==> config.mk <==
export PLATFORM = sky130hd
export DESIGN_NAME = alu_multicycle
export DESIGN_NICKNAME = d
export VERILOG_FILES = /design/src/rtl/alu_pkg.sv /design/src/rtl/alu_op_decode.sv /design/src/rtl/alu_multicycle.sv
export SDC_FILE = /design/constraint.sdc
export NUM_CORES = 1
export LEC_CHECK = 0
export ABC_AREA = 1
export BUFFER_PORTS_ARGS = -buffer_cell sky130_fd_sc_hd__buf_2
export CAP_MARGIN = 15
export CORE_MARGIN = 2
export CORE_UTILIZATION = 61
export CTS_CLUSTER_SIZE = 24
export DETAILED_ROUTE_END_ITERATION = 6
export PLACE_DENSITY = 0.83
export SYNTH_ARGS = -nofsm -noshare
export SYNTH_HDL_FRONTEND = slang
export SYNTH_HIERARCHICAL = 1
export SYNTH_SLANG_ARGS = --single-unit
==> constraint.sdc <==
create_clock -name clk -period 4.9 [get_ports clk]
set_clock_uncertainty 0.1 [all_clocks]
set_input_delay 0.735 -clock clk [delete_from_list [all_inputs] [get_ports clk]]
set_output_delay 0.735 -clock clk [all_outputs]
set_load 0.1 [all_outputs]
==> src/rtl/alu_pkg.sv <==
// Shared ALU control codes, alu_op encodings and sequencer state encoding.
package alu_pkg;

  typedef enum logic [3:0] {
    CTRL_ADD  = 4'b0000,
    CTRL_SUB  = 4'b0001,
    CTRL_AND  = 4'b0010,
    CTRL_OR   = 4'b0011,
    CTRL_XOR  = 4'b0100,
    CTRL_SLT  = 4'b0101,
    CTRL_SLTU = 4'b0110,
    CTRL_SLL  = 4'b0111,
    CTRL_SRL  = 4'b1000,
    CTRL_SRA  = 4'b1001
  } alu_ctrl_e;

  typedef enum logic [1:0] {
    ALUOP_ADD   = 2'b00,
    ALUOP_SUB   = 2'b01,
    ALUOP_FUNCT = 2'b10,
    ALUOP_RSVD  = 2'b11
  } alu_op_e;

  typedef enum logic [1:0] {
    S_IDLE  = 2'b00,
    S_SHIFT = 2'b01,
    S_DONE  = 2'b10
  } state_e;

  function automatic logic is_shift(alu_ctrl_e c);
    return (c == CTRL_SLL) || (c == CTRL_SRL) || (c == CTRL_SRA);
  endfunction

endpackage

==> src/rtl/alu_op_decode.sv <==
// Combinational decode of alu_op / funct fields into a 4-bit ALU control code.
module alu_op_decode
  import alu_pkg::*;
(
  input  logic [1:0] alu_op_i,
  input  logic       op5_i,
  input  logic       funct7_5_i,
  input  logic [2:0] funct3_i,
  output logic [3:0] ctrl_o
);

  alu_ctrl_e ctrl;

  always_comb begin
    ctrl = CTRL_ADD;
    case (alu_op_e'(alu_op_i))
      ALUOP_SUB: ctrl = CTRL_SUB;
      ALUOP_FUNCT: begin
        case (funct3_i)
          3'b000:  ctrl = ({op5_i, funct7_5_i} == 2'b11) ? CTRL_SUB : CTRL_ADD;
          3'b001:  ctrl = CTRL_SLL;
          3'b010:  ctrl = CTRL_SLT;
          3'b011:  ctrl = CTRL_SLTU;
          3'b100:  ctrl = CTRL_XOR;
          3'b101:  ctrl = funct7_5_i ? CTRL_SRA : CTRL_SRL;
          3'b110:  ctrl = CTRL_OR;
          default: ctrl = CTRL_AND;
        endcase
      end
      default: ctrl = CTRL_ADD;
    endcase
  end

  assign ctrl_o = ctrl;

endmodule

==> src/rtl/alu_multicycle.sv <==
// Handshaked ALU: single-cycle arithmetic/logic ops, iterative shifts retiring
// SHIFT_STEP bits per cycle, with a held response until out_ready.
module alu_multicycle
  import alu_pkg::*;
#(
  parameter int unsigned XLEN       = 32,
  parameter int unsigned SHIFT_STEP = 1
) (
  input  logic            clk,
  input  logic            rst,
  input  logic            in_valid,
  output logic            in_ready,
  input  logic [1:0]      alu_op,
  input  logic            op5,
  input  logic            funct7_5,
  input  logic [2:0]      funct3,
  input  logic [XLEN-1:0] src_a,
  input  logic [XLEN-1:0] src_b,
  output logic            out_valid,
  input  logic            out_ready,
  output logic [XLEN-1:0] result,
  output logic            zero,
  output logic            negative,
  output logic            carry,
  output logic            overflow,
  output logic [3:0]      alu_control
);

  localparam int unsigned SH_W  = $clog2(XLEN);
  // One extra bit so a step of XLEN is representable.
  localparam int unsigned CNT_W = SH_W + 1;

  state_e            state_q;
  alu_ctrl_e         ctrl_q;
  logic [XLEN-1:0]   result_q;
  logic              zero_q, negative_q, carry_q, overflow_q;
  logic [CNT_W-1:0]  cnt_q;

  logic [3:0]        dec_raw;
  alu_ctrl_e         dec_ctrl;
  logic              accept;
  logic [SH_W-1:0]   shamt;

  logic              is_sub;
  logic [XLEN-1:0]   b_eff;
  logic [XLEN:0]     sum;
  logic [XLEN-1:0]   alu_res;
  logic              alu_carry, alu_ovf;

  logic [CNT_W-1:0]  step;
  logic [CNT_W-1:0]  cnt_d;
  logic [XLEN-1:0]   shift_d;

  alu_op_decode u_decode (
    .alu_op_i   (alu_op),
    .op5_i      (op5),
    .funct7_5_i (funct7_5),
    .funct3_i   (funct3),
    .ctrl_o     (dec_raw)
  );

  assign dec_ctrl = alu_ctrl_e'(dec_raw);
  assign shamt    = src_b[SH_W-1:0];
  assign in_ready = !rst && ((state_q == S_IDLE) || ((state_q == S_DONE) && out_ready));
  assign accept   = in_valid && in_ready;

  // Single-cycle datapath; shift codes pass src_a through for the shamt==0 case.
  always_comb begin
    is_sub    = (dec_ctrl == CTRL_SUB);
    b_eff     = is_sub ? ~src_b : src_b;
    sum       = {1'b0, src_a} + {1'b0, b_eff} + (XLEN+1)'(is_sub);
    alu_res   = src_a;
    alu_carry = 1'b0;
    alu_ovf   = 1'b0;
    case (dec_ctrl)
      CTRL_ADD, CTRL_SUB: begin
        alu_res   = sum[XLEN-1:0];
        alu_carry = sum[XLEN];
        alu_ovf   = (src_a[XLEN-1] == b_eff[XLEN-1]) && (sum[XLEN-1] != src_a[XLEN-1]);
      end
      CTRL_AND:  alu_res = src_a & src_b;
      CTRL_OR:   alu_res = src_a | src_b;
      CTRL_XOR:  alu_res = src_a ^ src_b;
      CTRL_SLT:  alu_res = XLEN'($signed(src_a) < $signed(src_b));
      CTRL_SLTU: alu_res = XLEN'(src_a < src_b);
      default:   alu_res = src_a;
    endcase
  end

  // One shift iteration on the working value held in result_q.
  always_comb begin
    step  = (cnt_q > CNT_W'(SHIFT_STEP)) ? CNT_W'(SHIFT_STEP) : cnt_q;
    cnt_d = cnt_q - step;
    case (ctrl_q)
      CTRL_SLL: shift_d = result_q << step;
      CTRL_SRL: shift_d = result_q >> step;
      CTRL_SRA: shift_d = XLEN'($signed(result_q) >>> step);
      default:  shift_d = result_q;
    endcase
  end

  always_ff @(posedge clk) begin
    if (rst) begin
      state_q    <= S_IDLE;
      ctrl_q     <= CTRL_ADD;
      result_q   <= '0;
      zero_q     <= 1'b0;
      negative_q <= 1'b0;
      carry_q    <= 1'b0;
      overflow_q <= 1'b0;
      cnt_q      <= '0;
    end else if (accept) begin
      ctrl_q <= dec_ctrl;
      if (is_shift(dec_ctrl) && (shamt != '0)) begin
        state_q    <= S_SHIFT;
        result_q   <= src_a;
        cnt_q      <= CNT_W'(shamt);
        zero_q     <= 1'b0;
        negative_q <= 1'b0;
        carry_q    <= 1'b0;
        overflow_q <= 1'b0;
      end else begin
        state_q    <= S_DONE;
        result_q   <= alu_res;
        cnt_q      <= '0;
        zero_q     <= (alu_res == '0);
        negative_q <= alu_res[XLEN-1];
        carry_q    <= alu_carry;
        overflow_q <= alu_ovf;
      end
    end else begin
      case (state_q)
        S_SHIFT: begin
          result_q <= shift_d;
          cnt_q    <= cnt_d;
          if (cnt_d == '0) begin
            state_q    <= S_DONE;
            zero_q     <= (shift_d == '0);
            negative_q <= shift_d[XLEN-1];
          end
        end
        S_DONE: if (out_ready) state_q <= S_IDLE;
        default: ;
      endcase
    end
  end

  assign out_valid   = (state_q == S_DONE);
  assign result      = result_q;
  assign zero        = zero_q;
  assign negative    = negative_q;
  assign carry       = carry_q;
  assign overflow    = overflow_q;
  assign alu_control = ctrl_q;

endmodule

==> results.txt <==
The number of cells in the design after placement is 1881. The number of buffers inserted during clock tree synthesis came out at 5. The count of nets left with antenna violations once routing finished came out at 0. For this block, the routed nets add up to 30.7 mm of wire. The netlist area before placement is 9340 um^2. The number of flip-flops and latches in the synthesized netlist is 48. TritonCTS built the clock tree. After routing, the total negative slack on setup checks comes to 0 ns. The finished layout holds 1889 standard cells, fillers aside.

The clock transition at the registers of the reported paths came out at 0.06 ns. The slew of the pin with the lowest slew margin came out at 0.801 ns. The launch instance of the worst register-to-register path is alu_control[1].

The max-capacitance violation count came out at 0. Summed over all layers, the global routing overflow is 0. The number of antenna violations at the first check in global routing came out at 0.

The Yosys step of the flow raised 6 warnings. The share of synthesized flip-flops with an asynchronous set or reset came out at 0%. Among all flip-flop cells after synthesis, the most frequent one is sky130_fd_sc_hd__dfxtp_1. 117 I/O pins were placed. Across the VDD grid, the largest voltage drop is 0.355 mV. The starting density of the core came out at 61.9%.

The routed length on met3 came out at 2.60 mm. The sum of internal, switching and leakage power came out at 0.00364 W. The quantity of gates resized following cts is 0. The number of different library cells used by synthesis comes to 53. The detailed router used layers up to and including met4.

The number of placement rows is 45. Clock tree synthesis selected as its root buffer the cell sky130_fd_sc_hd__clkbuf_16. The number of cells on the worst reg-to-reg path is 14. The timing-limited maximum frequency is 0.221 GHz.

The count of nets after finishing is 1914. Dividing total power by cell area gives a power density of 358 nW/um^2. The congestion estimate from routability-driven global placement came to 1.05.

The post-detailed-route wirelength per cell came out at 16.2 um. Of the cells placed in the final design, the portion with a size suffix greater than 1 is 10.7%. CTS built an H-tree with a depth of 2. The maximum clock path buffer count came out at 2. The flow ran to the end, and the final reports show no timing, DRC or antenna violations.

The final core utilization came out at 67.2%. The x dimension of the die is 128 um. Port buffering added 116 buffers. The critical path is of the in -> reg type. The count of final hold-check violations is 0. The die is 128 um tall.

The critical-path cell with the highest stage delay is sky130_fd_sc_hd__buf_4. The number of vias in the routed layout is 10900. The number of iterations in the first detailed-routing pass came out at 6.

The average cell area after synthesis came out at 5.78 um^2. For this block, wires on met1 add up to 13.1 mm. In this run the most critical hold path is launched from overflow.

The insertion delay of the later-clocked pin in the worst-skew pair is 0.29 ns. Detailed placement ended at an HPWL of 24.3 mm. The count of flip-flops with a built-in enable after synthesis is 0. The biggest fanout along the worst timing path is 51. The total die area is 16300 um^2. Buffers inserted to repair hold after CTS numbered 0. The number of slew-limit violations in the final report came out at 0. The relative max-transition margin came out at 46.5%. The part of the Yosys area used for sequential elements came out at 10.3%.

The DRC violation total after the first TritonRoute iteration is 980. The critical path's most frequent cell is sky130_fd_sc_hd__nand2_1. The first global-routing pass estimated 48.8 mm of wire. The time the final worst path needs with I/O delays and setup came out at 4.53 ns. The global-route usage over all layers came out at 37.1%.

The maximum number of pins on one net before global-route repair came out at 52. Setup repair after global routing left no endpoint under its margin. The number of vias per cell after detailed routing came out at 5.76. The amount of wire on met2 after detailed routing came out at 14.1 mm. The number of global-route vias before repair was 9797. In the routed design, unresolved DRC markers number 0. The leakage component of the power is 5.53 nW.

STA classifies the critical path endpoint as a flop. The total nets after synthesis came out at 1832. The floorplan core area is 15100 um^2. Clock tree synthesis found a total of 48 sinks.

The post-synthesis to final-layout area growth is 8.54%. The share of the clock period used by the worst path after layout came out at 92.5%. The launching element of the worst setup path is alu_op[0].

The cell count after synthesis is 1618. The number of buffers inserted by post-CTS setup repair is 0. Data arrives at the worst endpoint at 4.66 ns.

The path category of the worst min-delay check is reg -> reg. Setup violations remaining at the end of the flow were counted as 0. The count of cells along the worst hold path is 2. The category of the worst setup path launch point is a primary input. The total inserted antenna cells is 0. The critical path required time is 5.03 ns.

The delay of the slowest cell on the worst path is 0.49 ns.
==> placed cells by master, fill, tap and decap left out, drive strengths merged <==
master / n
o21a: 2
a21boi: 3
buf: 129
o22ai: 7
nand3b: 14
xnor2: 1
nor4: 2
nor2: 151
dfxtp: 48
o311ai: 1
clkbuf: 8
nand3: 135
fa: 1
o211a: 1
xor2: 35
nor3b: 1
and2: 3
a21o: 2
inv: 243
a32o: 4
ha: 138
or2: 40
a311oi: 2
a211oi: 3
o221ai: 3
o211ai: 3
a31oi: 7
nand4: 23
a21oi: 90
o221a: 2
nor3: 18
nand2: 459
o21ai: 111
o21bai: 5
a221oi: 6
==> worst max-delay path: cells and delay by family <==
kind                     cells  cell delay (ns)
AO/OA/AOI/OAI                3             0.31
AND/OR/NAND/NOR             16             1.95
adder cells (fa/ha/maj)      2             0.69
buffers and inverters        7             0.97
==> worst paths after layout <==
path | endpoint | slack [ns]
setup / recovery | zero | 0.37
hold reg to reg | overflow | 0.38
setup reg to reg | zero | 1.84
hold / removal | overflow | 0.38
==> per-layer routing <==
layer,up-vias,GRT usage (%)
met2,474,62.8
met4,0,13.0
met1,4972,48.7
li1,5361,-
met5,-,0
met3,71,4.67
==> registers in the layout, indices dropped and copies added (netlist names) <==
name         cells
overflow         1
cnt_q            6
result          32
state_q          2
zero             1
negative         1
alu_control      4
carry            1
==> cells in the mapped netlist (6+ instances only) <==
cell	count	share of area (%)
sky130_fd_sc_hd__nand2_2	8	0.54
sky130_fd_sc_hd__nand3_1	134	7.2
sky130_fd_sc_hd__or2_2	7	0.47
sky130_fd_sc_hd__a21oi_1	88	4.7
sky130_fd_sc_hd__dfxtp_1	48	10
sky130_fd_sc_hd__o21ai_1	25	1.3
sky130_fd_sc_hd__nand2_1	447	18
sky130_fd_sc_hd__buf_2	22	1.2
sky130_fd_sc_hd__nand3b_1	14	1.1
sky130_fd_sc_hd__o21ai_0	85	4.6
sky130_fd_sc_hd__xor2_1	35	3.3
sky130_fd_sc_hd__nor2_1	145	5.8
sky130_fd_sc_hd__ha_1	138	18
sky130_fd_sc_hd__inv_1	233	9.4
sky130_fd_sc_hd__a31oi_1	7	0.47
sky130_fd_sc_hd__or2_1	32	2.1
sky130_fd_sc_hd__a221oi_1	6	0.56
sky130_fd_sc_hd__o22ai_1	7	0.47
sky130_fd_sc_hd__clkbuf_1	22	0.88
sky130_fd_sc_hd__nor3_1	15	0.80
sky130_fd_sc_hd__inv_2	7	0.28
sky130_fd_sc_hd__nand4_1	23	1.5
==> report_power, final <==
group | internal (W) | switching, W | total, W | leakage [nW]
Combinational | 0.000766 | 0.00194 | 0.00270 | 5.07
Clock | 0.000204 | 0.000147 | 0.000351 | 0.0712
Sequential | 0.000487 | 0.0000931 | 0.000580 | 0.391
Total | 0.00146 | 0.00218 | 0.00364 | 5.53
==> per-stage QoR <==
step	area, um^2	hold slack [ns]	setup WS, ns
final	10100	0.376	0.370
after floorplan	9340	0.343	0.392
after global placement	10000	0.361	0.165
after global routing	10100	0.418	0.0739
after detailed placement	10000	0.368	0.163
after CTS	10100	0.378	0.456
==> layout make-up <==
| type | instances | area (um^2) |
|---|---|---|
| multi-input cells | 1273 | 7190 |
| fillers | 1513 | 4950 |
| flip-flops and latches | 48 | 961 |
| inverters | 243 | 920 |
| repair buffers | 129 | 691 |
| well taps | 188 | 235 |
| clock buffers | 8 | 146 |
==> cell families (layout without fill, tap and decap cells) <==
logic type,Yosys count,in the layout,synth area share (%)
xor gates and xnor gates,36,36,3.37
buffers and inverters,297,380,12.8
and+or+nand+nor,846,846,39.6
AOI/OAI and AO/OA,252,252,15.2
adders and majority gates,139,139,18.7
DFF,48,48,10.3
No activity file was read; power rests on OpenSTA's default activity.
